### config.mk
export PLATFORM = sky130hd
export DESIGN_NAME = ima_adpcm_encoder_flat
export DESIGN_NICKNAME = d
export VERILOG_FILES = /design/src/rtl/ima_adpcm_pkg.sv /design/src/rtl/ima_adpcm_if.sv /design/src/rtl/ima_adpcm_step_ctrl.sv /design/src/rtl/ima_adpcm_encoder.sv /design/src/flat_wrapper.sv
export SDC_FILE = /design/constraint.sdc
export NUM_CORES = 1
export LEC_CHECK = 0
export CAP_MARGIN = 0
export CORE_MARGIN = 5
export CORE_UTILIZATION = 60
export CTS_CLUSTER_SIZE = 8
export DETAILED_ROUTE_END_ITERATION = 8
export PLACE_DENSITY_LB_ADDON = 0.2
export SETUP_SLACK_MARGIN = 0.3
export SLEW_MARGIN = 20
export SYNTH_ARGS = -nofsm -noshare
export SYNTH_HDL_FRONTEND = slang
export SYNTH_HIERARCHICAL = 1
export SYNTH_SLANG_ARGS = --single-unit
### constraint.sdc
create_clock -name clk -period 20.5 [get_ports clk]
set_input_delay 3.075 -clock clk [delete_from_list [all_inputs] [get_ports clk]]
set_output_delay 3.075 -clock clk [all_outputs]
set_load 0.05 [all_outputs]
### src/rtl/ima_adpcm_pkg.sv
// IMA ADPCM shared types, tables and helpers.
// Used by both the encoder and the decoder.
package ima_adpcm_pkg;

  typedef logic signed [15:0] sample_t;
  typedef logic [3:0]         nibble_t;
  typedef logic [6:0]         index_t;
  typedef logic [14:0]        step_t;

  localparam int IMA_MAX_INDEX = 88;

  localparam step_t IMA_STEP_TABLE [89] = '{
    15'd7,     15'd8,     15'd9,     15'd10,
    15'd11,    15'd12,    15'd13,    15'd14,
    15'd16,    15'd17,    15'd19,    15'd21,
    15'd23,    15'd25,    15'd28,    15'd31,
    15'd34,    15'd37,    15'd41,    15'd45,
    15'd50,    15'd55,    15'd60,    15'd66,
    15'd73,    15'd80,    15'd88,    15'd97,
    15'd107,   15'd118,   15'd130,   15'd143,
    15'd157,   15'd173,   15'd190,   15'd209,
    15'd230,   15'd253,   15'd279,   15'd307,
    15'd337,   15'd371,   15'd408,   15'd449,
    15'd494,   15'd544,   15'd598,   15'd658,
    15'd724,   15'd796,   15'd876,   15'd963,
    15'd1060,  15'd1166,  15'd1282,  15'd1411,
    15'd1552,  15'd1707,  15'd1878,  15'd2066,
    15'd2272,  15'd2499,  15'd2749,  15'd3024,
    15'd3327,  15'd3660,  15'd4026,  15'd4428,
    15'd4871,  15'd5358,  15'd5894,  15'd6484,
    15'd7132,  15'd7845,  15'd8630,  15'd9493,
    15'd10442, 15'd11487, 15'd12635, 15'd13899,
    15'd15289, 15'd16818, 15'd18500, 15'd20350,
    15'd22385, 15'd24623, 15'd27086, 15'd29794,
    15'd32767
  };

  // Indexed by magnitude only; the sign bit
  // does not affect the index adjustment.
  localparam logic signed [4:0] IMA_INDEX_TABLE [8] = '{
    -5'sd1, -5'sd1, -5'sd1, -5'sd1,
    5'sd2,  5'sd4,  5'sd6,  5'sd8
  };

  function automatic sample_t sat16(
    input logic signed [16:0] v
  );
    if (v > 17'sd32767)
      return 16'sh7FFF;
    else if (v < -17'sd32768)
      return 16'sh8000;
    else
      return v[15:0];
  endfunction

endpackage

### src/rtl/ima_adpcm_if.sv
// Packet-framed PCM in / ADPCM nibble out bundle.
// master drives samples, slave is the encoder.
interface ima_adpcm_if;
  import ima_adpcm_pkg::*;

  logic    sop;
  logic    eop;
  sample_t sample_i;
  logic    valid_o;
  logic    sop_o;
  logic    eop_o;
  nibble_t coded_o;
  sample_t recon_o;

  modport master (
    output sop, eop, sample_i,
    input  valid_o, sop_o, eop_o,
    input  coded_o, recon_o
  );

  modport slave (
    input  sop, eop, sample_i,
    output valid_o, sop_o, eop_o,
    output coded_o, recon_o
  );

endinterface

### src/rtl/ima_adpcm_step_ctrl.sv
// Index adaptation with clamp and step lookup.
// Purely combinational, shared with the decoder.
module ima_adpcm_step_ctrl
  import ima_adpcm_pkg::*;
(
  input  index_t     idx,
  input  logic [2:0] mag,
  output index_t     idx_next,
  output step_t      step_next
);

  logic signed [4:0] adj;
  logic signed [7:0] sum;

  always_comb begin
    adj = IMA_INDEX_TABLE[mag];
    sum = $signed({1'b0, idx})
        + $signed({{3{adj[4]}}, adj});
    if (sum[7])
      idx_next = '0;
    else if (sum > 8'sd88)
      idx_next = index_t'(IMA_MAX_INDEX);
    else
      idx_next = sum[6:0];
    step_next = IMA_STEP_TABLE[idx_next];
  end

endmodule

### src/rtl/ima_adpcm_encoder.sv
// Streaming IMA ADPCM encoder, one sample/clock,
// two-register latency with sop/eop alignment.
module ima_adpcm_encoder
  import ima_adpcm_pkg::*;
(
  input logic        clk,
  input logic        rst,
  ima_adpcm_if.slave bus
);

  logic    in_pkt;
  logic    accept;
  logic    s1_vld;
  logic    s1_sop;
  logic    s1_eop;
  sample_t s1_smp;

  sample_t pred_q;
  index_t  idx_q;
  step_t   step_q;
  logic    valid_q;
  logic    sop_q;
  logic    eop_q;
  nibble_t coded_q;

  sample_t           pred_cur;
  index_t            idx_cur;
  step_t             step_cur;
  logic signed [16:0] diff;
  logic              sgn;
  logic [16:0]       mag_a;
  logic [16:0]       r1;
  logic [16:0]       r2;
  logic [2:0]        mag;
  logic [18:0]       prod;
  logic [15:0]       vpdiff;
  logic signed [16:0] pred_sum;
  sample_t           pred_next;
  index_t            idx_next;
  step_t             step_next;

  assign accept = bus.sop | in_pkt;

  always_ff @(posedge clk or posedge rst) begin
    if (rst) begin
      in_pkt <= 1'b0;
      s1_vld <= 1'b0;
      s1_sop <= 1'b0;
      s1_eop <= 1'b0;
      s1_smp <= '0;
    end else begin
      in_pkt <= accept & ~bus.eop;
      s1_vld <= accept;
      s1_sop <= bus.sop;
      s1_eop <= bus.eop & accept;
      s1_smp <= bus.sample_i;
    end
  end

  // Quantize and reconstruct in one cycle: this
  // loop closes through pred_q every sample.
  always_comb begin
    pred_cur = s1_sop ? '0 : pred_q;
    idx_cur  = s1_sop ? '0 : idx_q;
    step_cur = s1_sop ? IMA_STEP_TABLE[0]
                      : step_q;
    diff = $signed({s1_smp[15], s1_smp})
         - $signed({pred_cur[15], pred_cur});
    sgn   = diff[16];
    mag_a = sgn ? 17'(-diff) : 17'(diff);

    mag[2] = mag_a >= {2'b0, step_cur};
    r1 = mag[2] ? mag_a - {2'b0, step_cur}
                : mag_a;
    mag[1] = r1 >= {3'b0, step_cur[14:1]};
    r2 = mag[1] ? r1 - {3'b0, step_cur[14:1]}
                : r1;
    mag[0] = r2 >= {4'b0, step_cur[14:2]};

    prod   = {15'b0, mag, 1'b1}
           * {4'b0, step_cur};
    vpdiff = 16'(prod >> 3);
    pred_sum = sgn
      ? $signed({pred_cur[15], pred_cur})
        - $signed({1'b0, vpdiff})
      : $signed({pred_cur[15], pred_cur})
        + $signed({1'b0, vpdiff});
    pred_next = sat16(pred_sum);
  end

  ima_adpcm_step_ctrl u_step (
    .idx       (idx_cur),
    .mag       (mag),
    .idx_next  (idx_next),
    .step_next (step_next)
  );

  always_ff @(posedge clk or posedge rst) begin
    if (rst) begin
      valid_q <= 1'b0;
      sop_q   <= 1'b0;
      eop_q   <= 1'b0;
      coded_q <= '0;
      pred_q  <= '0;
      idx_q   <= '0;
      step_q  <= IMA_STEP_TABLE[0];
    end else begin
      valid_q <= s1_vld;
      sop_q   <= s1_vld & s1_sop;
      eop_q   <= s1_vld & s1_eop;
      if (s1_vld) begin
        coded_q <= {sgn, mag};
        pred_q  <= pred_next;
        idx_q   <= idx_next;
        step_q  <= step_next;
      end
    end
  end

  assign bus.valid_o = valid_q;
  assign bus.sop_o   = sop_q;
  assign bus.eop_o   = eop_q;
  assign bus.coded_o = coded_q;
  assign bus.recon_o = pred_q;

endmodule

### src/flat_wrapper.sv
// flat-port wrapper written by rule: the top's interface ports become plain ports
module ima_adpcm_encoder_flat import ima_adpcm_pkg::*;
  (clk, rst, bus_sop, bus_eop, bus_sample_i, bus_valid_o, bus_sop_o, bus_eop_o, bus_coded_o, bus_recon_o);
  ima_adpcm_if bus_i ();
  input logic clk;
  input logic rst;
  input wire logic [$bits(bus_i.sop)-1:0] bus_sop;
  input wire logic [$bits(bus_i.eop)-1:0] bus_eop;
  input wire logic [$bits(bus_i.sample_i)-1:0] bus_sample_i;
  output wire logic [$bits(bus_i.valid_o)-1:0] bus_valid_o;
  output wire logic [$bits(bus_i.sop_o)-1:0] bus_sop_o;
  output wire logic [$bits(bus_i.eop_o)-1:0] bus_eop_o;
  output wire logic [$bits(bus_i.coded_o)-1:0] bus_coded_o;
  output wire logic [$bits(bus_i.recon_o)-1:0] bus_recon_o;
  assign bus_i.sop = bus_sop;
  assign bus_i.eop = bus_eop;
  assign bus_i.sample_i = bus_sample_i;
  assign bus_valid_o = bus_i.valid_o;
  assign bus_sop_o = bus_i.sop_o;
  assign bus_eop_o = bus_i.eop_o;
  assign bus_coded_o = bus_i.coded_o;
  assign bus_recon_o = bus_i.recon_o;
  ima_adpcm_encoder u_core (.clk(clk), .rst(rst), .bus(bus_i));
endmodule
==> out/metrics.cfg <==
[status]
outcome = complete, no violations

[die]
rows = 50
ios = 43
core_um2 = 18800
die_h_um = 148
die-area_um2 = 22000
die_w_um = 148
start_util_pct = 61.2

[critical_path]
arrival_ps = 19100
critPathMaxFanout = 39
start_kind = flip-flop
cp-end-kind = flip-flop
max_stage_delay_ps = 620
cp.required_ps = 20720
cpMostUsedCell = o21ai_0
slowest_stage = dfrtp_4
path_class = flip-flop to flip-flop

[logic_synthesis]
avgSynthCellArea_um2 = 7.54
async_flop_share_pct = 100
post_synth_inst_count = 1524
synth.largest_area_cell = dfrtp_1
ys_ff_latch = 65
synthesis.nets = 1692
synth_area_leaders = dfrtp_1 14%, ha_1 13%, fa_1 5.4%
synth_top_area_share_pct = 13.5
yosysSeqAreaShare_pct = 14.2
ys_warn_count = 6
yosysUniqueCellTypes = 102
synth_ff_type = dfrtp_1
syn_area_um2 = 11500
synth_edf_count = 0

[sta]
min_period_over_period_pct = 92.1
worst_slew_pin_slew_ps = 1090
finalCriticalPeriod_ps = 18890
finalHoldViolations = 0
rsz0062_at_grt = no
finalMaxSlewViolations = 0
relSlewSlack_pct = 26.5
tns_ps = 0
timing.fmax_mhz = 52.9
fin_skew_ps = 12.5
setup_viol = 0

[route]
vias = 11714
wl_met2_um = 14900
routedWlPerCell_um = 19.6
drt_iter0_drc = 1604
wl_met1_um = 15400
routed_via_density = 6.65
totalWireLength_um = 34500
drc = 0
firstDrtPassIters = 7
top_layer = met4
ant_nets = 0
wl_met3_um = 3370

[final_layout]
drive_above_1_share_pct = 7.66
fin_nets = 1690
fillers = 1661
area_delta_synth_final_pct = 7.47
antenna_cells = 0

[grt]
grt_pass1_wl_um = 54900
grt_max_degree = 66
grt_pass1_vias = 10555
gr-total-overflow = 0
antenna_found_initial = 0
grt.total_usage_pct = 30.3

[job]
cap_violations = 0

[cts]
cts_buffers = 9
insertion_delay_ps = 330
postCtsSetupBuffers = 0
clockRootBuffer = clkbuf_16
cts_tree = built
clockBufferDepth = 2
hold_buffers = 0
path_clk_slew_ps = 60
cts.sink_count = 65
cts.htree.levels = 3
post_cts_resized = 0

[placed_design]
hpwl_um = 26600
io_buffers = 42
gp_congestion = 1.02

[min_path]
min_path_type = flip-flop to flip-flop

## sequential cells by signal (all words and copies together), names as in the netlist
register	count
u_core/bus.recon_o	16
u_core/s1_smp	16
u_core/step_q	15
u_core/idx_q	7
u_core/bus.coded_o	4
u_core/bus.eop_o	1
u_core/bus.sop_o	1
u_core/bus.valid_o	1
u_core/in_pkt	1
u_core/s1_eop	1
u_core/s1_sop	1
u_core/s1_vld	1
## cell type report
class	instances	area, um^2	share of cell area, %
clock buffers	11	243	1.97
clock inverters	5	103	0.831
inverters	113	424	3.44
multi-input cells	1283	9170	74.3
flip-flops and latches	65	1640	13.2
well taps	234	293	2.37
repair buffers	50	480	3.89
## layout by cell type, fill, tap and decap left out, types with 31 or more instances in the layout
| cell type | n |
|---|---|
| a21o_1 | 35 |
| a21oi_1 | 113 |
| clkdlybuf4s50_1 | 42 |
| dfrtp_1 | 60 |
| fa_1 | 31 |
| ha_1 | 117 |
| inv_1 | 109 |
| nand2_1 | 139 |
| nand2b_1 | 52 |
| nand3_1 | 36 |
| nor2_1 | 162 |
| o21ai_0 | 97 |
| xnor2_1 | 48 |
## worst paths after layout
check | from | to | slack, ps | depth (start not counted)
max | u_core/s1_sop | u_core/bus.recon_o[3] | 1610 | 81
min | u_core/in_pkt | u_core/s1_vld | 460 | 1
max reg2reg | u_core/s1_sop | u_core/bus.recon_o[3] | 1610 | 81
min reg2reg | u_core/in_pkt | u_core/s1_vld | 460 | 1
max in group asynchronous | rst | u_core/s1_sop | 16610 | 3
min in group asynchronous | rst | u_core/s1_eop | 3300 | 3
## critical path: cells and delay by family, from the launching register on
kind	cells	cell delay (ps)
AOI/OAI and AO/OA	42	8600
xor gates and xnor gates	3	740
adders and majority gates	8	3030
buffers and inverters	4	870
DFF	1	620
and+or+nand+nor	24	4810
## cells in the mapped netlist, types with 7 or more instances
library cell  number
a211o_1            8
a211oi_1          19
a21boi_0          15
a21o_1            35
a21oi_1          113
a311o_1            7
a31oi_1           18
and2_1            17
and3_1            15
and4_1             9
buf_2             15
clkbuf_1          36
dfrtp_1           62
fa_1              31
ha_1             117
inv_1            110
mux2_2            23
mux2i_1           11
nand2_1          139
nand2b_1          52
nand3_1           36
nand4_1           10
nor2_1           164
nor2b_1           25
nor3_1            26
nor4_1             8
o2111ai_1          8
o211ai_1          21
o21a_1             9
o21ai_0           97
o21ai_1            9
o21bai_1          11
o22ai_1            8
o31ai_1           10
or2_2             12
or3_1             11
xnor2_1           48
xor2_1            28
## kinds of logic (layout without fill, tap and decap cells)
kind of cell,count (synthesis),count (layout),share of synthesized area [%]
AND/OR/NAND/NOR,559,559,24.3
AO/OA/AOI/OAI,463,463,27.5
buffers and inverters,176,179,6.35
adder cells (fa/ha/maj),148,148,18.2
XOR/XNOR,79,79,6.32
flip-flops,65,65,14.2
multiplexers,34,34,3.21
## routing by layer
| metal | up-vias | GRT usage [%] |
|---|---|---|
| li1 | 5482 | - |
| met1 | 5490 | 45.3 |
| met2 | 659 | 45.9 |
| met3 | 83 | 4.63 |
| met4 | 0 | 7.58 |
| met5 | - | 0 |
## per-stage QoR
| stage | instance area, um^2 | util [%] | hold slack [ps] | instances | setup WS, ps |
|---|---|---|---|---|---|
| global route | 12300 | 65.8 | 480 | 1761 | 179 |
| CTS | 12300 | 65.5 | 461 | 1761 | 834 |
| global placement | 12000 | 63.7 | 439 | 1745 | 1590 |
| finish | 12300 | 65.8 | 458 | 1761 | 1610 |
| detailed placement | 12000 | 63.7 | 448 | 1745 | 925 |
| floorplan | 11500 | - | 401 | 1524 | 3350 |
Power is not shown: default switching activity piles up to over one toggle a cycle in this logic, so the estimate is an artifact.
